==> src/rtl/ram_pin_arbiter.sv <==
// ram_pin_arbiter: shares the nibble-serial RAM pins between the PPU (priority) and a host port
module ram_pin_arbiter #(
   parameter int RAM_PINS     = 4,
   parameter int ADDR_BITS    = 16,
   parameter int DATA_BITS    = 16,
   parameter int LATENCY      = 2,
   parameter int STARVE_LIMIT = 8
) (
   input  logic                 clk,
   input  logic                 rst_n,
   input  logic                 ppu_req,
   input  logic [ADDR_BITS-1:0] ppu_addr,
   output logic                 ppu_gnt,
   output logic [DATA_BITS-1:0] ppu_data,
   output logic                 ppu_valid,
   input  logic                 host_req,
   input  logic [ADDR_BITS-1:0] host_addr,
   output logic                 host_gnt,
   output logic [DATA_BITS-1:0] host_data,
   output logic                 host_valid,
   output logic [RAM_PINS-1:0]  addr_pins,
   input  logic [RAM_PINS-1:0]  data_pins
);
   localparam int N_A   = ADDR_BITS / RAM_PINS;
   localparam int N_D   = DATA_BITS / RAM_PINS;
   localparam int L_END = LATENCY > 0 ? LATENCY - 1 : 0;
   localparam int C_AD  = N_A > N_D ? N_A : N_D;
   localparam int C_MAX = C_AD > LATENCY ? C_AD : LATENCY;
   localparam int CW    = $clog2(C_MAX + 1);
   localparam int SW    = $clog2(STARVE_LIMIT + 1);
   typedef enum logic [2:0] {IDLE, HDR, ADDR, WAIT, DATA, DONE} state_t;
   state_t               state;
   logic [CW-1:0]        cnt;
   logic [SW-1:0]        starve;
   logic                 owner;
   logic [ADDR_BITS-1:0] a_sr;
   logic [DATA_BITS-1:0] d_sr;
   logic [DATA_BITS-1:0] d_nx;
   logic                 ppu_win;
   logic                 host_win;
   assign ppu_win  = ppu_req && !(starve == SW'(STARVE_LIMIT) && host_req);
   assign host_win = host_req && !ppu_win;
   assign d_nx     = (d_sr << RAM_PINS) | DATA_BITS'(data_pins);
   // transaction sequencer: arbitration, header, address shift-out, turnaround, data shift-in, delivery
   always_ff @(posedge clk) begin
      if (!rst_n) begin
         state      <= IDLE;
         addr_pins  <= '0;
         ppu_gnt    <= 1'b0;
         host_gnt   <= 1'b0;
         ppu_valid  <= 1'b0;
         host_valid <= 1'b0;
         ppu_data   <= '0;
         host_data  <= '0;
         starve     <= '0;
         owner      <= 1'b0;
         cnt        <= '0;
         a_sr       <= '0;
         d_sr       <= '0;
      end else begin
         ppu_gnt    <= 1'b0;
         host_gnt   <= 1'b0;
         ppu_valid  <= 1'b0;
         host_valid <= 1'b0;
         case (state)
            IDLE, DONE: begin
               addr_pins <= '0;
               state     <= IDLE;
               if (ppu_win || host_win) begin
                  state     <= HDR;
                  addr_pins <= RAM_PINS'(1);
                  owner     <= host_win;
                  a_sr      <= host_win ? host_addr : ppu_addr;
                  ppu_gnt   <= ppu_win;
                  host_gnt  <= host_win;
                  if (host_win)
                     starve <= '0;
                  else if (host_req && starve != SW'(STARVE_LIMIT))
                     starve <= starve + 1'b1;
               end
            end
            HDR: begin
               state     <= ADDR;
               cnt       <= '0;
               addr_pins <= a_sr[ADDR_BITS-1 -: RAM_PINS];
               a_sr      <= a_sr << RAM_PINS;
            end
            ADDR: begin
               if (cnt == CW'(N_A - 1)) begin
                  addr_pins <= '0;
                  cnt       <= '0;
                  state     <= LATENCY == 0 ? DATA : WAIT;
               end else begin
                  addr_pins <= a_sr[ADDR_BITS-1 -: RAM_PINS];
                  a_sr      <= a_sr << RAM_PINS;
                  cnt       <= cnt + 1'b1;
               end
            end
            WAIT: begin
               addr_pins <= '0;
               cnt       <= cnt == CW'(L_END) ? '0 : cnt + 1'b1;
               state     <= cnt == CW'(L_END) ? DATA : WAIT;
            end
            DATA: begin
               addr_pins <= '0;
               d_sr      <= d_nx;
               if (cnt == CW'(N_D - 1)) begin
                  state <= DONE;
                  cnt   <= '0;
                  if (owner) begin
                     host_data  <= d_nx;
                     host_valid <= 1'b1;
                  end else begin
                     ppu_data  <= d_nx;
                     ppu_valid <= 1'b1;
                  end
               end else begin
                  cnt <= cnt + 1'b1;
               end
            end
            default: begin
               state     <= IDLE;
               addr_pins <= '0;
            end
         endcase
      end
   end
endmodule

==> config.mk <==
export PLATFORM = sky130hd
export DESIGN_NAME = ram_pin_arbiter
export DESIGN_NICKNAME = d
export VERILOG_FILES = /design/src/rtl/ram_pin_arbiter.sv
export SDC_FILE = /design/constraint.sdc
export NUM_CORES = 1
export LEC_CHECK = 0
export CORE_ASPECT_RATIO = 0.8
export CORE_MARGIN = 8
export CORE_UTILIZATION = 35
export DETAILED_ROUTE_END_ITERATION = 10
export PLACE_DENSITY = 0.59
export REMOVE_ABC_BUFFERS = 1
export SLEW_MARGIN = 20
export SYNTH_ARGS = -nofsm -noshare
export SYNTH_HDL_FRONTEND = slang
export SYNTH_SLANG_ARGS = --single-unit
==> constraint.sdc <==
create_clock -name clk -period 2.5 [get_ports clk]
set_clock_uncertainty 0.1 [all_clocks]
set_input_delay 0.75 -clock clk [delete_from_list [all_inputs] [get_ports clk]]
set_output_delay 0.75 -clock clk [all_outputs]
set_load 0.02 [all_outputs]
==> key figures, run 1 <==
Yosys
  – Post-synth top area share: around 45%
  – Post-synthesis cell area: between 0.003 and 0.004 mm²
  – Mean post-synth cell area: about 8.6 µm²
  – Asr flop ratio synth: 0%
  – Synthesized instance count: 410
  – Cell taking the most area after synthesis: dfxtp_1
  – Synthesis Warnings: 0
  – Top cells by area, synth: dfxtp_1, nand2_1, a21oi_1, mux2i_1, a21boi_0
  – Count of cell types in the netlist: 54
  – Sequential fraction of the synthesis area: a little under half
  – Top_reg_cell synth: dfxtp_1
  – Seq cells post-synth: between 70 and 80
  – Number of enable flip-flop cells after synthesis: 0

Power
  – Maximum VDD drop: 0.2658 mV
  – PwrDens: roughly 650 mW/mm²
  – Leak Pwr: ~1.7 nW

Routing
  – DRC: 0
  – WL final: around 9 mm
  – Vias per cell: 4.855
  – WL per Instance: about 14 µm
  – Via count: between 3000 and 4000
  – Initial drt markers: 200
  – DRT Pass-1 Iters: 4
  – DRT antenna net count: 0

Critical path
  – CP Capture Type: flip-flop
  – Startpoint Class: input pin
  – WS Path Type: in2reg
  – Crit path DAT: roughly 2.4 ns
  – Required time of the critical path: 2.63 ns
  – Crit-path max FO: 9

Global routing
  – Antenna violations before repair: 0
  – GRT Util Overall: between 10% and 20%
  – Largest net degree at the start of global routing: 50
  – Number of global-route vias before repair: roughly 3100
  – First-pass GRT wire length: 15.21 mm
  – GRT Residual Overflow: 0

Finish
  – Non-filler cells, final: roughly 630
  – Layout cells sized above 1: a little over 10%
  – Fillers: between 900 and 1000
  – Final design utilization: between 40% and 50%
  – Diode count: 0
  – Area Growth Syn to Fin: 37.95%
  – Nets: around 540

Timing
  – Final slew viol count: 0
  – Worst-Margin Slew: a little under 0.9 ns
  – Setup Viol. Count Final: 0
  – RSZ-0062 raised after global routing: false
  – Hold Violations, Final: 0
  – Max frequency: 447.4 MHz
  – Tcrit/Tclk final: between 80% and 90%
  – Max-slew headroom: 41.73%
  – Period minus WS final: 2.235 ns

Clock network
  – Worst skew pair latency: about 0.34 ns
  – Num CTS Buffers: 9
  – CTS tree: done
  – CTS Buffer Depth: 2
  – Clk pin slew, worst setup/hold paths: 0.06 ns
  – Cts hold-fix bufs: 0
  – H-tree depth: 3
  – Clk sinks: a little under 80
  – Root buffer cell: clkbuf_16
  – CTS resizes: 0
  – Setup Buffers After CTS: 0

Floorplan
  – Die ar.: 0.01351 mm²
  – I/O pin cnt: 80
  – Die width: 128.0 µm
  – Core ar.: a little under 0.01 mm²
  – Die height: 105.6 µm
  – Initial Util: 36.23%
  – Row count: 32

Min path
  – Worst hold path type: reg2reg

Place
  – PortBufs: a little under 80
  – Hpwl dp: roughly 6.4 mm
  – Placed cells: between 600 and 700
  – Final GP Congestion: between 0.8 and 0.9

Flow run
  – Max-cap violation count: 0

Outcome
  – Status: complete, no violations
==> cell usage in the layout (no fill, tap or decap), types with 2 or more instances in the layout <==
| master | Yosys | routed |
|---|---|---|
| or3_1 | 8 | 8 |
| o211ai_1 | 4 | 4 |
| a32o_1 | 4 | 4 |
| nand2_1 | 113 | 113 |
| a21oi_1 | 37 | 37 |
| buf_12 | 0 | 3 |
| ha_1 | 6 | 6 |
| nand3_1 | 3 | 3 |
| clkinvlp_4 | 0 | 2 |
| dfxtp_1 | 79 | 79 |
| o21a_1 | 2 | 2 |
| a21boi_0 | 15 | 15 |
| nor2b_1 | 2 | 2 |
| mux2i_1 | 13 | 13 |
| or4_1 | 2 | 2 |
| nand2b_1 | 6 | 6 |
| nor2_1 | 10 | 10 |
| buf_4 | 0 | 22 |
| o21ai_0 | 3 | 3 |
| xor2_1 | 3 | 3 |
| and2_1 | 4 | 4 |
| bufinv_16 | 0 | 2 |
| nor3_1 | 3 | 3 |
| clkbuf_16 | 0 | 9 |
| clkdlybuf4s50_1 | 0 | 79 |
| inv_1 | 9 | 9 |
| o221ai_1 | 8 | 8 |
| or2_2 | 2 | 2 |
| o2111ai_1 | 12 | 12 |
| mux2_2 | 4 | 4 |
==> kinds of logic after synthesis <==
group	after synthesis	share of synthesized area [%]
buffers and inverters	41	5.844
flip-flops	79	45.05
XOR/XNOR	3	0.7485
adder cells (fa/ha/maj)	6	2.138
multiplexers	17	4.989
AO/OA/AOI/OAI	98	19.74
AND/OR/NAND/NOR	166	21.49
==> critical path: stages <==
cell and delay (ns):
clkdlybuf4s50_1 0.60, nand4b_1 0.16, nand2_1 0.16, buf_12 0.15, mux2_2 0.33, a32o_1 0.20
==> registers in the layout, summed over array words and instances (netlist names) <==
register / flops
host_gnt: 1
host_valid: 1
starve: 4
addr_pins: 4
host_data: 16
ppu_gnt: 1
cnt: 3
state: 3
a_sr: 16
d_sr: 12
ppu_valid: 1
owner: 1
ppu_data: 16
==> metrics by stage <==
step	setup slack, ns	hold WS [ns]	power (mW)	TNS, ns	cell area (µm²)
floorplan	-0.04750	0.3296	1.589	-0.2005	3339
global placement	-0.03578	0.3439	1.793	-0.1385	4531
detailed placement	-0.06965	0.3424	1.801	-0.5717	4531
CTS	0.2712	0.3542	3.205	0	4843
global route	0.1579	0.3725	3.308	0	4843
finish	0.2647	0.3514	3.164	0	4843
==> synthesized netlist by cell type, types with 6 or more instances <==
cell	count
a21boi_0	15
a21oi_1	37
buf_2	8
clkbuf_1	19
dfxtp_1	79
ha_1	6
inv_1	9
mux2i_1	13
nand2_1	113
nand2b_1	6
nor2_1	10
o2111ai_1	12
o221ai_1	8
or3_1	8
==> final timing paths <==
kind	start	endpoint	slack [ns]	cells after the start
max	host_req	a_sr[3]$_SDFFE_PN0P_	0.26	6
min	host_data[6]$_SDFFE_PN0P_	host_data[6]$_SDFFE_PN0P_	0.35	2
max reg2reg	state[0]$_SDFFE_PN0P_	a_sr[10]$_SDFFE_PN0P_	0.43	4
min reg2reg	host_data[6]$_SDFFE_PN0P_	host_data[6]$_SDFFE_PN0P_	0.35	2
==> per-layer routing <==
layer	global-route usage (%)	up-vias	wire [µm]
li1	-	1595	-
met1	17.78	1410	4360
met2	21.18	59	4036
met3	5.237	9	567
met4	3.810	0	79
met5	0	-	0
==> final cells by class <==
| cell class | count | area, µm² | share of cell area [%] |
|---|---|---|---|
| Tap cell | 136 | 170.2 | 3.513 |
| Clock buffer | 10 | 229.0 | 4.727 |
| Sequential cell | 79 | 1582 | 32.65 |
| Timing Repair Buffer | 104 | 1016 | 20.98 |
| Inverter | 9 | 33.78 | 0.6975 |
| Clock inverter | 5 | 83.83 | 1.731 |
| Multi-Input combinational cell | 290 | 1729 | 35.70 |
==> where the power goes <==
group	switching [mW]	internal [mW]
Combinational	0.215	0.204
Clock	0.521	0.871
Sequential	0.0403	1.31
Total	0.777	2.39
Power figures use the tool's default switching activity.
==> run 2: changes to the inputs <==
Settings changed: GPL_TIMING_DRIVEN set to 0.
==> run 2 against run 1 <==
First-iteration DRC count down 14%. Cell count is 3.2% lower. Power decreased by 6.8%. Critical path type unchanged. Die area is the same. Largest cell class unchanged.
==> key figures, run 2 (synthesis gave the netlist of run 1 again) <==
Critical path
  – WS Path Type: in2reg
  – CP Capture Type: flip-flop
  – Required time of the critical path: ~2.7 ns
  – Startpoint Class: input pin
  – Crit path DAT: approximately 2.5 ns
  – Crit-path max FO: 14

Global routing
  – GRT Residual Overflow: 0
  – GRT Util Overall: between 10% and 20%
  – Number of global-route vias before repair: 2951
  – First-pass GRT wire length: between 10 and 15 mm
  – Largest net degree at the start of global routing: 40
  – Antenna violations before repair: 0

Clock network
  – CTS Buffer Depth: 2
  – Root buffer cell: clkbuf_16
  – Num CTS Buffers: 9
  – CTS tree: done
  – Cts hold-fix bufs: 0
  – Worst skew pair latency: between 0.3 and 0.4 ns
  – Clk sinks: 79
  – H-tree depth: 3
  – Clk pin slew, worst setup/hold paths: 0.06 ns

Routing
  – DRC: 0
  – Initial drt markers: between 150 and 200
  – Vias per cell: 4.896
  – WL final: approximately 9 mm
  – DRT antenna net count: 0
  – Via count: 3001
  – DRT Pass-1 Iters: 4
  – WL per Instance: 14.26 µm

Floorplan
  – Core ar.: slightly below 0.01 mm²
  – Initial Util: around 36%
  – Die height: ~110 µm
  – Die width: about 130 µm
  – Row count: 32
  – Die ar.: ~0.014 mm²
  – I/O pin cnt: 80

Timing
  – Max-slew headroom: between 50% and 60%
  – Fin Hold WS: roughly 0.35 ns
  – Period minus WS final: roughly 2.3 ns
  – Worst-Margin Slew: about 0.7 ns
  – Tcrit/Tclk final: about 93%
  – RSZ-0062 raised after global routing: false
  – Final slew viol count: 0
  – Max frequency: approximately 430 MHz
  – Setup Viol. Count Final: 0
  – Hold Violations, Final: 0

Finish
  – Area Growth Syn to Fin: 33.86%
  – Commonest non-fill, non-tap cells in the layout: nand2_1, dfxtp_1, clkdlybuf4s50_1
  – Diode count: 0
  – Fillers: 962
  – Most common cell after layout, fill and taps aside: nand2_1
  – Biggest regs: a_sr: 16 flops, host_data: 16 flops, ppu_data: 16 flops
  – Nets: 518
  – Post-route cell area: 0.004700 mm²
  – Final design utilization: between 40 and 50%
  – Layout cells sized above 1: approximately 8.6%

Place
  – Final GP Congestion: roughly 0.74
  – Hpwl dp: 5.999 mm
  – PortBufs: between 70 and 80
  – Post-DP Area: about 0.0043 mm²

Flow run
  – Max-cap violation count: 0

Min path
  – Worst hold path type: reg2reg

Power
  – Leak Pwr: 1.571 nW
  – Maximum VDD drop: ~0.29 mV
  – PwrDens: 627.6 mW/mm²

Outcome
  – Status: complete, no violations
==> run 2: critical path: stages <==
cell	delay, ns
clkdlybuf4s50_1	0.50
nor2_4	0.29
a211oi_4	0.12
buf_4	0.22
or2_2	0.39
o221ai_1	0.20
==> run 2: routing by layer <==
metal | routed length (µm) | part of all wire (%) | track usage (%)
met1 | 4304 | 49 | 17.22
met2 | 3907 | 45 | 20.32
met3 | 462 | 5.3 | 5.136
met4 | 69 | 0.79 | 3.556
met5 | 0 | 0 | 0
==> run 2: final cells by class <==
cell class	instances	area [µm²]	share of cell area (%)
Sequential cell	79	1584	33.71
Multi-Input combinational cell	290	1787	38.02
Clock buffer	10	229.0	4.872
Inverter	9	33.78	0.7188
Timing Repair Buffer	83	850.8	18.10
Clock inverter	6	45.04	0.9585
Tap cell	136	170.2	3.621
==> run 2: timing repair <==
action                     CTS  global route
buffers inserted             0             2
pin swaps                    0             1
setup endpoints to repair   52            48
gates resized for setup      9             5
==> run 2: power by group <==
group / total, mW / internal [mW] / switching, mW
Clock: 1.20 / 0.676 / 0.528
Sequential: 1.37 / 1.31 / 0.0555
Combinational: 0.377 / 0.177 / 0.200
Total: 2.95 / 2.17 / 0.784
==> run 2: stage by stage <==
step | power [mW] | cells | worst slack, ns | setup TNS [ns]
detailed placement | 1.760 | 595 | -0.6409 | -22.05
global route | 3.094 | 613 | 0.03056 | 0
floorplan | 1.589 | 378 | -0.04750 | -0.2005
global placement | 1.742 | 593 | -2.358 | -109.22
CTS | 2.982 | 611 | 0.01871 | 0
finish | 2.950 | 613 | 0.1778 | 0
==> run 2: worst paths after layout <==
kind / start / end / slack, ns / depth (start not counted)
worst min register to register: host_data[8]$_SDFFE_PN0P_ / host_data[8]$_SDFFE_PN0P_ / 0.35 / 2
worst max register to register: state[2]$_SDFFE_PN0P_ / ppu_data[15]$_SDFFE_PN0P_ / 0.23 / 4
worst min-delay path: host_data[8]$_SDFFE_PN0P_ / host_data[8]$_SDFFE_PN0P_ / 0.35 / 2
worst max-delay path: ppu_req / a_sr[8]$_SDFFE_PN0P_ / 0.18 / 6
==> run 3: changes to the inputs <==
Settings changed: CTS_BUF_LIST set to sky130_fd_sc_hd__clkbuf_4 sky130_fd_sc_hd__clkbuf_8.
==> run 3 against run 2 <==
Count of clock-buffer cells in the layout unchanged. Worst hold slack better by 0.0032 ns. Worst setup slack got worse by 0.057 ns. Die area did not move. First-iteration DRC count shrank 20%. Wire length up 2.1%.
==> key figures, run 3 (synthesis gave the netlist of run 1 again) <==
Routing
  – DRT Pass-1 Iters: 4
  – WL final: between 8 and 9 mm
  – WL per Instance: roughly 14 µm
  – Via count: a little over 3000
  – DRT antenna net count: 0
  – Vias per cell: 4.889
  – Initial drt markers: 139
  – DRC: 0

Critical path
  – CP Capture Type: flip-flop
  – Crit path DAT: roughly 2.6 ns
  – WS Path Type: in2reg
  – Startpoint Class: input pin
  – Required time of the critical path: ~2.7 ns
  – Crit-path cells: clkdlybuf4s50_1 -> nand2b_1 -> nand2_2 -> or4_1 -> a31oi_1
  – Crit-path max FO: 10
  – Critical Path Max Stage Delay: about 0.57 ns
  – Max stage delay cell, worst path: clkdlybuf4s50_1

Timing
  – Max-slew headroom: 53.58%
  – Hold Violations, Final: 0
  – Setup Viol. Count Final: 0
  – Final slew viol count: 0
  – Max frequency: ~420 MHz
  – TNS Setup: 0 ns
  – Tcrit/Tclk final: about 95%
  – Worst setup slack after layout: 0.1205 ns
  – Fin Hold WS: 0.3565 ns
  – Worst-Margin Slew: 0.6963 ns
  – RSZ-0062 raised after global routing: false
  – Period minus WS final: between 2 and 2.5 ns

Place
  – Hpwl dp: 5.999 mm
  – PortBufs: 79
  – Placed cells: slightly below 600
  – Final GP Congestion: between 0.7 and 0.8
  – Dpl ws: -0.6409 ns

Finish
  – Nets: between 500 and 600
  – Non-filler cells, final: 619
  – Layout cells sized above 1: approximately a tenth
  – Diode count: 0
  – Final design utilization: between 40% and 50%
  – Commonest non-fill, non-tap cells in the layout: nand2_1, clkdlybuf4s50_1, dfxtp_1
  – Area Growth Syn to Fin: 32.25%
  – Most common cell after layout, fill and taps aside: nand2_1
  – Biggest regs: a_sr: 16 flops, host_data: 16 flops, ppu_data: 16 flops

Power
  – Sw Share: around 29%
  – Sequential power share: between 50% and 60%
  – Switching pwr: 0.7449 mW
  – Clock power frac: 33.0%
  – Pint: approximately 1.9 mW
  – Leak Pwr: ~1.5 nW
  – Maximum VDD drop: approximately 0.23 mV
  – PwrDens: around 560 mW/mm²
  – Combinational power share: approximately 15%

Floorplan
  – Initial Util: 36.23%
  – Core ar.: 0.009689 mm²
  – Die ar.: 0.01351 mm²
  – Die height: between 100 and 150 µm
  – I/O pin cnt: 80
  – Die width: 128.0 µm
  – Row count: 32

Global routing
  – Busiest metal layer after global routing: met2
  – First-pass GRT wire length: 14.61 mm
  – Antenna violations before repair: 0
  – Met2 Use GR: around 20%
  – M3 GR Usage: roughly 4.7%
  – Number of global-route vias before repair: slightly below 3000
  – Met1 GRT Util: around 17%
  – GRT Residual Overflow: 0
  – Largest net degree at the start of global routing: 40
  – GRT Util Overall: around an eighth

Clock network
  – Cts hold-fix bufs: 0
  – Root buffer cell: clkbuf_8
  – Num CTS Buffers: 9
  – CTS Buffer Depth: 2
  – H-tree depth: 3
  – Worst skew pair latency: approximately 0.35 ns
  – Clk pin slew, worst setup/hold paths: 0.08 ns
  – CTS tree: done
  – Clk sinks: 79

Flow run
  – Max-cap violation count: 0

Min path
  – Worst hold path type: reg2reg

Outcome
  – Status: complete, no violations
## run 3: cell count changes in the layout (fill, tap and decap cells not counted), sizes merged
cell,delta
clkdlybuf4s50,+1
buf,+5
nand2,+1
dlymetal6s2s,-1
## run 3: path summary, 6_finish.rpt
check                                    to  cells past startpoint  slack [ns]                       from
setup / recovery     starve[2]$_SDFFE_PN0P_                      5        0.12                    ppu_req
hold / removal    host_data[8]$_SDFFE_PN0P_                      2        0.36  host_data[8]$_SDFFE_PN0P_
hold reg to reg   host_data[8]$_SDFFE_PN0P_                      2        0.36  host_data[8]$_SDFFE_PN0P_
setup reg to reg       a_sr[0]$_SDFFE_PN0P_                      4        0.23      state[1]$_SDFFE_PN0P_
## run 3: final cells by class
type                            instances  area (µm²)
Fill cell                             968        5046
Multi-Input combinational cell        291        1793
Sequential cell                        79        1584
Timing Repair Buffer                   88       885.9
Tap cell                              136       170.2
Clock buffer                           10       131.4
Clock inverter                          6       45.04
Inverter                                9       33.78
## run 3: metrics by stage
stage | cell area (µm²) | power, mW
floorplan | 3339 | 1.589
global placement | 4300 | 1.742
detailed placement | 4335 | 1.760
CTS | 4562 | 2.634
global route | 4643 | 2.746
finish | 4643 | 2.608
## run 3: what timing repair did
| item | 4_1_cts | 5_1_grt |
|---|---|---|
| cloned | 0 | 1 |
| endpoints found under the setup margin | 52 | 33 |
| gates resized for setup | 9 | 4 |
| setup buffers | 1 | 6 |
| pin swaps | 0 | 3 |
## run 3: power by group through the flow
stage	logic [mW]	clock network (mW)	registers [mW]
4_1_cts	0.375	0.894	1.36
3_3_place_gp	0.353	0	1.39
3_5_place_dp	0.368	0	1.39
5_1_grt	0.425	0.944	1.38
2_1_floorplan	0.204	0	1.39
6_report	0.380	0.861	1.37
## run 3: worst max-delay path, delay by kind of cell
| kind | cells | cell delay (ns) |
|---|---|---|
| AO/OA/AOI/OAI | 1 | 0.16 |
| AND/OR/NAND/NOR | 3 | 1.07 |
| buffers and inverters | 1 | 0.57 |
## run 3: layer usage
layer	up-vias	part of all wire, %
met5	-	0
met4	0	1.0
met3	8	5.6
met2	62	44
met1	1392	49
li1	1564	-
